### src/rtl/seq_div_if.sv
// Operand and result channels of the sequential divider.
// slave is the divider's view; master is the requester's view.
interface seq_div_if;
    logic        s_axis_dividend_tvalid;
    logic        s_axis_dividend_tready;
    logic [31:0] s_axis_dividend_tdata;
    logic        s_axis_divisor_tvalid;
    logic        s_axis_divisor_tready;
    logic [31:0] s_axis_divisor_tdata;
    logic        m_axis_dout_tvalid;
    logic [63:0] m_axis_dout_tdata;

    modport slave (
        input  s_axis_dividend_tvalid, s_axis_dividend_tdata,
        input  s_axis_divisor_tvalid, s_axis_divisor_tdata,
        output s_axis_dividend_tready, s_axis_divisor_tready,
        output m_axis_dout_tvalid, m_axis_dout_tdata
    );

    modport master (
        output s_axis_dividend_tvalid, s_axis_dividend_tdata,
        output s_axis_divisor_tvalid, s_axis_divisor_tdata,
        input  s_axis_dividend_tready, s_axis_divisor_tready,
        input  m_axis_dout_tvalid, m_axis_dout_tdata
    );
endinterface

### src/rtl/seq_div.sv
// Radix-2 restoring divider, 32 steps per operation, with one-deep operand
// buffers on each input channel. Result is {quotient, remainder}.
module seq_div #(
    parameter bit SIGNED = 1'b0
) (
    input  logic    clk,
    input  logic    resetn,
    seq_div_if.slave bus
);
    typedef enum logic {IDLE, CALC} state_t;

    state_t      state, state_nxt;
    logic        dvd_full, dvs_full;
    logic [31:0] dvd_buf, dvs_buf;
    logic [31:0] rem, quo, dvs_mag, a_raw;
    logic [4:0]  cnt;
    logic        q_neg, r_neg, dz;
    logic        load, done;

    logic        a_neg, b_neg;
    logic [31:0] a_mag, b_mag;
    logic [32:0] sh, diff;
    logic [31:0] rem_nxt, quo_nxt, q_fin, r_fin;

    assign bus.s_axis_dividend_tready = ~dvd_full;
    assign bus.s_axis_divisor_tready  = ~dvs_full;

    assign a_neg = SIGNED && dvd_buf[31];
    assign b_neg = SIGNED && dvs_buf[31];
    assign a_mag = a_neg ? (~dvd_buf + 32'd1) : dvd_buf;
    assign b_mag = b_neg ? (~dvs_buf + 32'd1) : dvs_buf;

    // rem < divisor always holds, so the 33-bit difference has bit 32 set
    // exactly when the trial subtraction borrows.
    always_comb begin
        sh      = {rem, quo[31]};
        diff    = sh - {1'b0, dvs_mag};
        rem_nxt = diff[32] ? sh[31:0] : diff[31:0];
        quo_nxt = {quo[30:0], ~diff[32]};
        if (dz) begin
            q_fin = 32'hFFFF_FFFF;
            r_fin = a_raw;
        end else begin
            q_fin = q_neg ? (~quo_nxt + 32'd1) : quo_nxt;
            r_fin = r_neg ? (~rem_nxt + 32'd1) : rem_nxt;
        end
    end

    always_ff @(posedge clk or negedge resetn) begin
        if (!resetn) state <= IDLE;
        else         state <= state_nxt;
    end

    always_comb begin
        state_nxt = state;
        load      = 1'b0;
        done      = 1'b0;
        case (state)
            IDLE: begin
                load = dvd_full && dvs_full;
                if (load) state_nxt = CALC;
            end
            CALC: begin
                done = (cnt == 5'd31);
                if (done) state_nxt = IDLE;
            end
            default: state_nxt = IDLE;
        endcase
    end

    always_ff @(posedge clk or negedge resetn) begin
        if (!resetn) begin
            dvd_full <= 1'b0;
            dvs_full <= 1'b0;
            dvd_buf  <= '0;
            dvs_buf  <= '0;
            rem      <= '0;
            quo      <= '0;
            dvs_mag  <= '0;
            a_raw    <= '0;
            cnt      <= '0;
            q_neg    <= 1'b0;
            r_neg    <= 1'b0;
            dz       <= 1'b0;
            bus.m_axis_dout_tvalid <= 1'b0;
            bus.m_axis_dout_tdata  <= '0;
        end else begin
            // load only fires while both buffers are full, i.e. tready low
            if (bus.s_axis_dividend_tvalid && !dvd_full) begin
                dvd_buf  <= bus.s_axis_dividend_tdata;
                dvd_full <= 1'b1;
            end
            if (bus.s_axis_divisor_tvalid && !dvs_full) begin
                dvs_buf  <= bus.s_axis_divisor_tdata;
                dvs_full <= 1'b1;
            end
            if (load) begin
                dvd_full <= 1'b0;
                dvs_full <= 1'b0;
                rem      <= '0;
                quo      <= a_mag;
                dvs_mag  <= b_mag;
                a_raw    <= dvd_buf;
                q_neg    <= a_neg ^ b_neg;
                r_neg    <= a_neg;
                dz       <= (dvs_buf == 32'd0);
                cnt      <= '0;
            end else if (state == CALC) begin
                rem <= rem_nxt;
                quo <= quo_nxt;
                cnt <= cnt + 5'd1;
            end
            bus.m_axis_dout_tvalid <= done;
            if (done) bus.m_axis_dout_tdata <= {q_fin, r_fin};
        end
    end
endmodule

### src/flat_wrapper.sv
// flat-port wrapper written by rule: the top's interface ports become plain ports
module seq_div_flat 
#(
    parameter bit SIGNED = 1'b0
)
  (clk, resetn, bus_s_axis_dividend_tvalid, bus_s_axis_dividend_tdata, bus_s_axis_divisor_tvalid, bus_s_axis_divisor_tdata, bus_s_axis_dividend_tready, bus_s_axis_divisor_tready, bus_m_axis_dout_tvalid, bus_m_axis_dout_tdata);
  seq_div_if bus_i ();
  input  logic clk;
  input  logic resetn;
  input wire logic [$bits(bus_i.s_axis_dividend_tvalid)-1:0] bus_s_axis_dividend_tvalid;
  input wire logic [$bits(bus_i.s_axis_dividend_tdata)-1:0] bus_s_axis_dividend_tdata;
  input wire logic [$bits(bus_i.s_axis_divisor_tvalid)-1:0] bus_s_axis_divisor_tvalid;
  input wire logic [$bits(bus_i.s_axis_divisor_tdata)-1:0] bus_s_axis_divisor_tdata;
  output wire logic [$bits(bus_i.s_axis_dividend_tready)-1:0] bus_s_axis_dividend_tready;
  output wire logic [$bits(bus_i.s_axis_divisor_tready)-1:0] bus_s_axis_divisor_tready;
  output wire logic [$bits(bus_i.m_axis_dout_tvalid)-1:0] bus_m_axis_dout_tvalid;
  output wire logic [$bits(bus_i.m_axis_dout_tdata)-1:0] bus_m_axis_dout_tdata;
  assign bus_i.s_axis_dividend_tvalid = bus_s_axis_dividend_tvalid;
  assign bus_i.s_axis_dividend_tdata = bus_s_axis_dividend_tdata;
  assign bus_i.s_axis_divisor_tvalid = bus_s_axis_divisor_tvalid;
  assign bus_i.s_axis_divisor_tdata = bus_s_axis_divisor_tdata;
  assign bus_s_axis_dividend_tready = bus_i.s_axis_dividend_tready;
  assign bus_s_axis_divisor_tready = bus_i.s_axis_divisor_tready;
  assign bus_m_axis_dout_tvalid = bus_i.m_axis_dout_tvalid;
  assign bus_m_axis_dout_tdata = bus_i.m_axis_dout_tdata;
  seq_div #(.SIGNED(SIGNED)) u_core (.clk(clk), .resetn(resetn), .bus(bus_i));
endmodule
### config.mk
export PLATFORM = sky130hd
export DESIGN_NAME = seq_div_flat
export DESIGN_NICKNAME = d
export VERILOG_FILES = /design/src/rtl/seq_div_if.sv /design/src/rtl/seq_div.sv /design/src/flat_wrapper.sv
export SDC_FILE = /design/constraint.sdc
export NUM_CORES = 1
export LEC_CHECK = 0
export ABC_AREA = 1
export CAP_MARGIN = 15
export CELL_PAD_IN_SITES_DETAIL_PLACEMENT = 1
export CELL_PAD_IN_SITES_GLOBAL_PLACEMENT = 2
export CORE_ASPECT_RATIO = 0.8
export CORE_MARGIN = 1
export CORE_UTILIZATION = 37
export CTS_CLUSTER_SIZE = 40
export DETAILED_ROUTE_END_ITERATION = 10
export GPL_ROUTABILITY_DRIVEN = 1
export GPL_TIMING_DRIVEN = 0
export HOLD_SLACK_MARGIN = 0.08
export PLACE_DENSITY = 0.88
export SLEW_MARGIN = 20
export SYNTH_ARGS = -nofsm -noshare
export SYNTH_HDL_FRONTEND = slang
export SYNTH_SLANG_ARGS = --single-unit
### constraint.sdc
create_clock -name clk -period 3.7 [get_ports clk]
set_input_delay 0.37 -clock clk [delete_from_list [all_inputs] [get_ports clk]]
set_output_delay 0.37 -clock clk [all_outputs]
set_load 0.005 [all_outputs]
==> metrics.yaml, run 1 <==
status: "finished, final reports clean"
synthSimpleGateAreaFrac: 0.242
grt_pass1_wl_mm: 70.4
holdCritPathClass: "input pin to async pin"
cp.arrival_ns: 3.82
synth_top_family_by_area: "simple AND/OR/NAND/NOR gates"
ff2ff_setup_slack_ns: 0.31
initial_core_util: 0.376
period_share: 0.917
finalInstanceArea_mm2: 0.0165
yosys.area_share.xor_xnor: 0.00973
setup_tns_ns: 0
ios: 135
rows: 62
r2r-start: "u_core.state"
cts_setup_buffers: 0
routed_wl_mm: 44.5
dp_hpwl_mm: 34.8
die-area_mm2: 0.0373
grt_overflow: 0
synth_warnings: 0
cts_resized: 0
synthMuxAreaShare: 0.0417
yosysSeqAreaShare: 0.493
drive_gt1_frac: 0.0757
p_leak_nw: 8.61
reg2reg_to: "u_core.dz"
synth_ff_type: "dfrtp_1"
rsz0062_at_grt: "false"
first_pass_iters: 4
setup_viol: 0
detail-route-antenna-nets: 0
whs_ns: 0.357
cp.required_ns: 4.13
root_buffer: "clkbuf_16"
cts.sinks: 266
synth_cell_types: 38
fin_util: 0.460
insertion_delay_ns: 0.55
synth_edf_count: 0
drt-initial-drc-count: 782
cp-end-kind: "flip-flop"
synthMostInstantiatedCell: "nand2_1"
drc: 0
vias_per_cell: 5.00
synth-seq-cells: 266
htreeDepth: 1
vias: 11800
routabilityCongestion: 0.872
min_period_ns: 3.39
io_buffers: 134
antenna_found_initial: 2
wl_per_cell_um: 18.9
cts_buffers: 27
synth_area_leaders: "dfrtp_1, nand2_1, inv_1"
async_flop_share: 1.00
r2r_cells: 6
core_area_mm2: 0.0359
max_cap_viol_count: 0
syn_area_mm2: 0.0135
grt_usage: 0.242
dpl-instance-area_mm2: 0.0155
max_freq_ghz: 0.295
final_nets: 1960
fillers: 4333
worst_pin_slew_ns: 0.843
die_h_um: 173
hold_viol: 0
p_per_area_mw_per_mm2: 758
start_kind: "flip-flop"
layout_setup_ws_ns: 0.308
area_growth_pct: 22.3
syn_avg_cell_area_um2: 7.99
dieWidth_um: 216
first_global_vias: 12500
finClkSkew_ns: 0.0182
grt_max_degree: 98
ir_drop_uv: 364
yosys-top-cells-count: "nand2_1, dfrtp_1, inv_1"
relSlewSlack: 0.438
synth_top_cell_area_share: 0.493
yosysTopAreaCell: "dfrtp_1"
path_clk_slew_ns: 0.06
synth_compound_gate_area_share: 0.0906
crit_fanout: 10
path_class: "flip-flop to flip-flop"
clock_path_buffers: 3
cts_tree: "yes"
syn-num-nets: 1793
dp_slack_ns: 0.407
synthAdderAreaFrac: 0.0330
synthCells: 1690
slew_violations: 0
==> sequential cells by signal (all words and copies together), names as in the netlist <==
register and flops:
u_core.bus.m_axis_dout_tdata 64, u_core.bus.m_axis_dout_tvalid 1, u_core.dvs_full 1, u_core.cnt 5, u_core.dz 1, u_core.state 1, u_core.dvs_mag 32, u_core.dvd_full 1
u_core.quo 32, u_core.a_mag 32, u_core.b_mag 32, u_core.rem 32, u_core.a_raw 32
==> through the flow <==
step           cells  power, mW
4_1_cts         2356       12.6
5_1_grt         2356       13.5
6_report        2357       12.5
2_1_floorplan   1690       7.70
3_5_place_dp    2307       9.58
3_3_place_gp    2304       9.42
==> kinds of logic after synthesis <==
| logic type | Yosys count |
|---|---|
| xor gates and xnor gates | 15 |
| adders and majority gates | 35 |
| and+or+nand+nor | 795 |
| muxes | 50 |
| AOI/OAI and AO/OA | 216 |
| buffers and inverters | 313 |
| DFF | 266 |
==> cell usage in the layout, fill, tap and decap left out, types with 4 or more instances in the layout <==
cell type	synthesis	final
bufinv_16	0	4
ha_1	34	34
a21oi_1	104	104
o21ai_0	69	69
clkbuf_1	43	44
o221ai_1	27	27
nor4_1	5	5
o21bai_1	4	4
clkdlybuf4s50_1	0	133
nand3_1	87	87
buf_2	5	5
clkinv_2	0	4
clkbuf_8	0	10
mux2_2	50	50
nor2_1	91	91
inv_1	245	245
buf_6	4	4
nand2_2	9	9
clkbuf_16	0	27
buf_1	10	10
xor2_1	13	13
nand3_2	12	12
nand4_1	12	12
dfrtp_1	266	266
nand2_1	569	569
==> power by group <==
part	switching (mW)	total, mW	internal, mW
Sequential	0.611	4.62	4.00
Clock	1.18	2.99	1.81
Combinational	3.04	4.91	1.87
Total	4.83	12.5	7.69
==> how the worst max path moves through the flow <==
stage                                 start                                to  slack, ns  cells after the start
after global placement               resetn  u_core.bus.m_axis_dout_tdata[58]      -9.45                      1
after CTS                      u_core.state                         u_core.dz       0.38                      6
after detailed placement       u_core.state                         u_core.dz       0.41                      6
after global routing           u_core.state                         u_core.dz       0.28                      6
final                          u_core.state                         u_core.dz       0.31                      6
after floorplan           u_core.dvs_mag[0]  u_core.bus.m_axis_dout_tdata[19]       1.44                     18
==> worst max-delay path: stages, from the launching register on <==
cell and delay, ns:
dfrtp_1 0.36, clkbuf_1 0.23, nor2_2 0.53, clkinv_1 0.65, nor2_1 0.65, nand4_1 0.45, o32ai_1 0.40
==> area by class of cell <==
type | instances | area (um2) | share of cell area
sequential | 266 | 6660 | 0.403
multi-input combinational | 1111 | 5630 | 0.341
timing repair buffer | 138 | 1440 | 0.0871
inverter | 248 | 931 | 0.0563
clock buffer | 38 | 817 | 0.0494
tap | 480 | 601 | 0.0363
buffer | 65 | 292 | 0.0176
clock inverter | 10 | 158 | 0.00954
antenna | 1 | 2.50 | 0.000151
==> layer usage <==
layer / vias to the layer above / wire length, um / GRT usage
li1: 5658 / - / -
met1: 5877 / 21200 / 0.349
met2: 201 / 20800 / 0.393
met3: 47 / 1840 / 0.0350
met4: 0 / 609 / 0.0363
met5: - / 0 / 0
==> what timing repair did <==
item | in CTS | in global routing
endpoints found under the hold margin | 56 | 0
setup endpoints to repair | 0 | 0
hold buffers | 1 | 0
Power figures use the tool's default switching activity.
==> inputs of run 2 (changes only) <==
--- a/config.mk
+++ b/config.mk
@@ -9,7 +9,6 @@
 export CAP_MARGIN = 15
 export CELL_PAD_IN_SITES_DETAIL_PLACEMENT = 1
 export CELL_PAD_IN_SITES_GLOBAL_PLACEMENT = 2
-export CORE_ASPECT_RATIO = 0.8
 export CORE_MARGIN = 1
 export CORE_UTILIZATION = 37
 export CTS_CLUSTER_SIZE = 40
==> run 2 against run 1 <==
Against the previous run:
- the run now ends with design-rule violations left
- first-iteration DRC count shrank 15%
- largest cell class unchanged
- critical endpoint unchanged
- core utilization rose by 0.24 points
- clock power rose by 2%
- worst hold slack got worse by 0.046 ns
- routed wire length is 0.41% lower
==> metrics.yaml, run 2 (synthesis results as in run 1) <==
initial_core_util: 0.378  # was 0.376
crit_fanout: 10  # unchanged
seqPwrFrac: 0.366  # was 0.369
p_per_area_mw_per_mm2: 761  # was 758 mW/mm2
cts_resized: 0  # unchanged
max_freq_ghz: 0.307  # was 0.295 GHz
die_h_um: 193  # was 173 um
r2r_cells: 6  # unchanged
ff2ff_setup_slack_ns: 0.44  # was 0.31 ns
core_area_mm2: 0.0357  # was 0.0359 mm2
violations: "design-rule violations"
grt_overflow: 0  # unchanged
die-area_mm2: 0.0373  # about the same
dieWidth_um: 193  # was 216 um
grt_usage: 0.242  # about the same
rows: 69  # was 62
comb_power_share: 0.392  # about the same
cts_tree: "yes"  # unchanged
drc: 44  # was 0
io_buffers: 134  # unchanged
clock_path_buffers: 3  # unchanged
cp.arrival_ns: 3.68  # was 3.82 ns
dp_hpwl_mm: 34.7  # was 34.8 mm
final_nets: 1962  # was 1960
cts_buffers: 29  # was 27
power.total_mw: 12.6  # was 12.5 mW
p_int_mw: 7.71  # was 7.69 mW
layout.cells.most_common: "nand2_1"  # unchanged
p_clk_frac: 0.243  # was 0.239
holdCritPathClass: "input pin to async pin"  # unchanged
grt_pass1_wl_mm: 69.2  # was 70.4 mm
vias_per_cell: 5.02  # was 5.00
grt_max_degree: 95  # was 98
routed_wl_mm: 44.3  # was 44.5 mm
insertion_delay_ns: 0.55  # about the same
fillers: 4356  # was 4333
slew_violations: 0  # unchanged
start_kind: "flip-flop"  # unchanged
hold_viol: 0  # unchanged
status: "finished, violations left"  # was finished, final reports clean
p_leak_nw: 8.63  # was 8.61 nW
htreeDepth: 1  # unchanged
cts.sinks: 266  # unchanged
period_share: 0.880  # was 0.917
vias: 11700  # was 11800
path_class: "flip-flop to flip-flop"  # unchanged
largest_reg_flops: 64  # unchanged
area_growth_pct: 22.4  # was 22.3%
most-common-layout-cells: "nand2_1, dfrtp_1, inv_1"  # unchanged
p_switching_mw: 4.87  # was 4.83 mW
swShare: 0.387  # was 0.386
detail-route-antenna-nets: 0  # unchanged
cp.required_ns: 4.13  # about the same
ios: 135  # unchanged
rsz0062_at_grt: "false"  # unchanged
setup_viol: 0  # unchanged
path_clk_slew_ns: 0.06  # about the same
r2r-start: "u_core.state"  # unchanged
finalInstanceArea_mm2: 0.0165  # about the same
reg2reg_to: "u_core.dz"  # unchanged
cp-end-kind: "flip-flop"  # unchanged
ir_drop_uv: 571  # was 364 uV
finClkSkew_ns: 0.0111  # was 0.0182 ns
antenna_found_initial: 1  # was 2
top_register: "u_core.bus.m_axis_dout_tdata"  # unchanged
relSlewSlack: 0.462  # was 0.438
max_cap_viol_count: 0  # unchanged
worst_pin_slew_ns: 0.806  # was 0.843 ns
min_period_ns: 3.26  # was 3.39 ns
root_buffer: "clkbuf_16"  # unchanged
first_pass_iters: 8  # was 4
dpl-instance-area_mm2: 0.0155  # about the same
wl_per_cell_um: 18.9  # about the same
drive_gt1_frac: 0.0771  # was 0.0757
drt-initial-drc-count: 663  # was 782
first_global_vias: 12500  # about the same
routabilityCongestion: 0.885  # was 0.872
## run 2: critical path, cell delays in order (launching register included)
cell	delay, ns
dfrtp_1	0.36
clkbuf_1	0.23
nor2_2	0.47
clkinv_1	0.63
nor2_1	0.63
nand4_1	0.41
o32ai_1	0.41
## run 2: final cells by class
cell class                      count  area, um2  share of cell area
Sequential cell                   266       6660               0.403
Inverter                          248        931              0.0563
Buffer                             65        292              0.0176
Tap cell                          461        577              0.0349
Clock inverter                     15        186              0.0113
Multi-Input combinational cell   1111       5630               0.341
Timing Repair Buffer              138       1440              0.0871
Clock buffer                       37        816              0.0494
Antenna cell                        1       2.50            0.000151
## run 2: power by group through the flow
stage                     combinational (mW)  clock (mW)  sequential [mW]
after floorplan                         3.26           0             4.44
after global placement                  4.79           0             4.61
after detailed placement                4.96           0             4.64
after CTS                               5.02        3.10             4.60
after global routing                    5.57        3.21             4.73
final                                   4.93        3.05             4.60
## run 2: through the flow
stage / hold slack [ns] / setup TNS, ns / instances / setup WS (ns) / util
CTS: 0.305 / 0 / 2341 / 0.597 / 0.462
detailed placement: 0.290 / 0 / 2288 / 0.632 / 0.434
global placement: 0.464 / -2482.31 / 2285 / -9.36 / 0.432
global route: 0.353 / 0 / 2341 / 0.437 / 0.462
floorplan: 0.0744 / 0 / 1690 / 1.44 / -
finish: 0.311 / 0 / 2342 / 0.444 / 0.462
## run 2: timing repair
item	CTS	global route
hold endpoints to repair	40	0
hold buffers	1	0
buffers inserted	0	0
## run 2: worst max-delay path by stage
stage                      start                          endpoint  slack [ns]  cells past startpoint
2_1_floorplan  u_core.dvs_mag[0]  u_core.bus.m_axis_dout_tdata[19]        1.44                     18
3_3_place_gp              resetn                u_core.dvs_mag[23]       -9.36                      1
3_5_place_dp        u_core.state                         u_core.dz        0.63                      6
4_1_cts             u_core.state                         u_core.dz        0.60                      6
5_1_grt             u_core.state                         u_core.dz        0.44                      6
6_report            u_core.state                         u_core.dz        0.44                      6
## run 2: metal layers
layer  vias to the layer above  track usage  routed length [um]
li1                       5665            -                   -
met1                      5819        0.327               20200
met2                       201        0.415               21500
met3                        62       0.0311                1750
met4                         2       0.0484                 837
met5                         -            0                  13
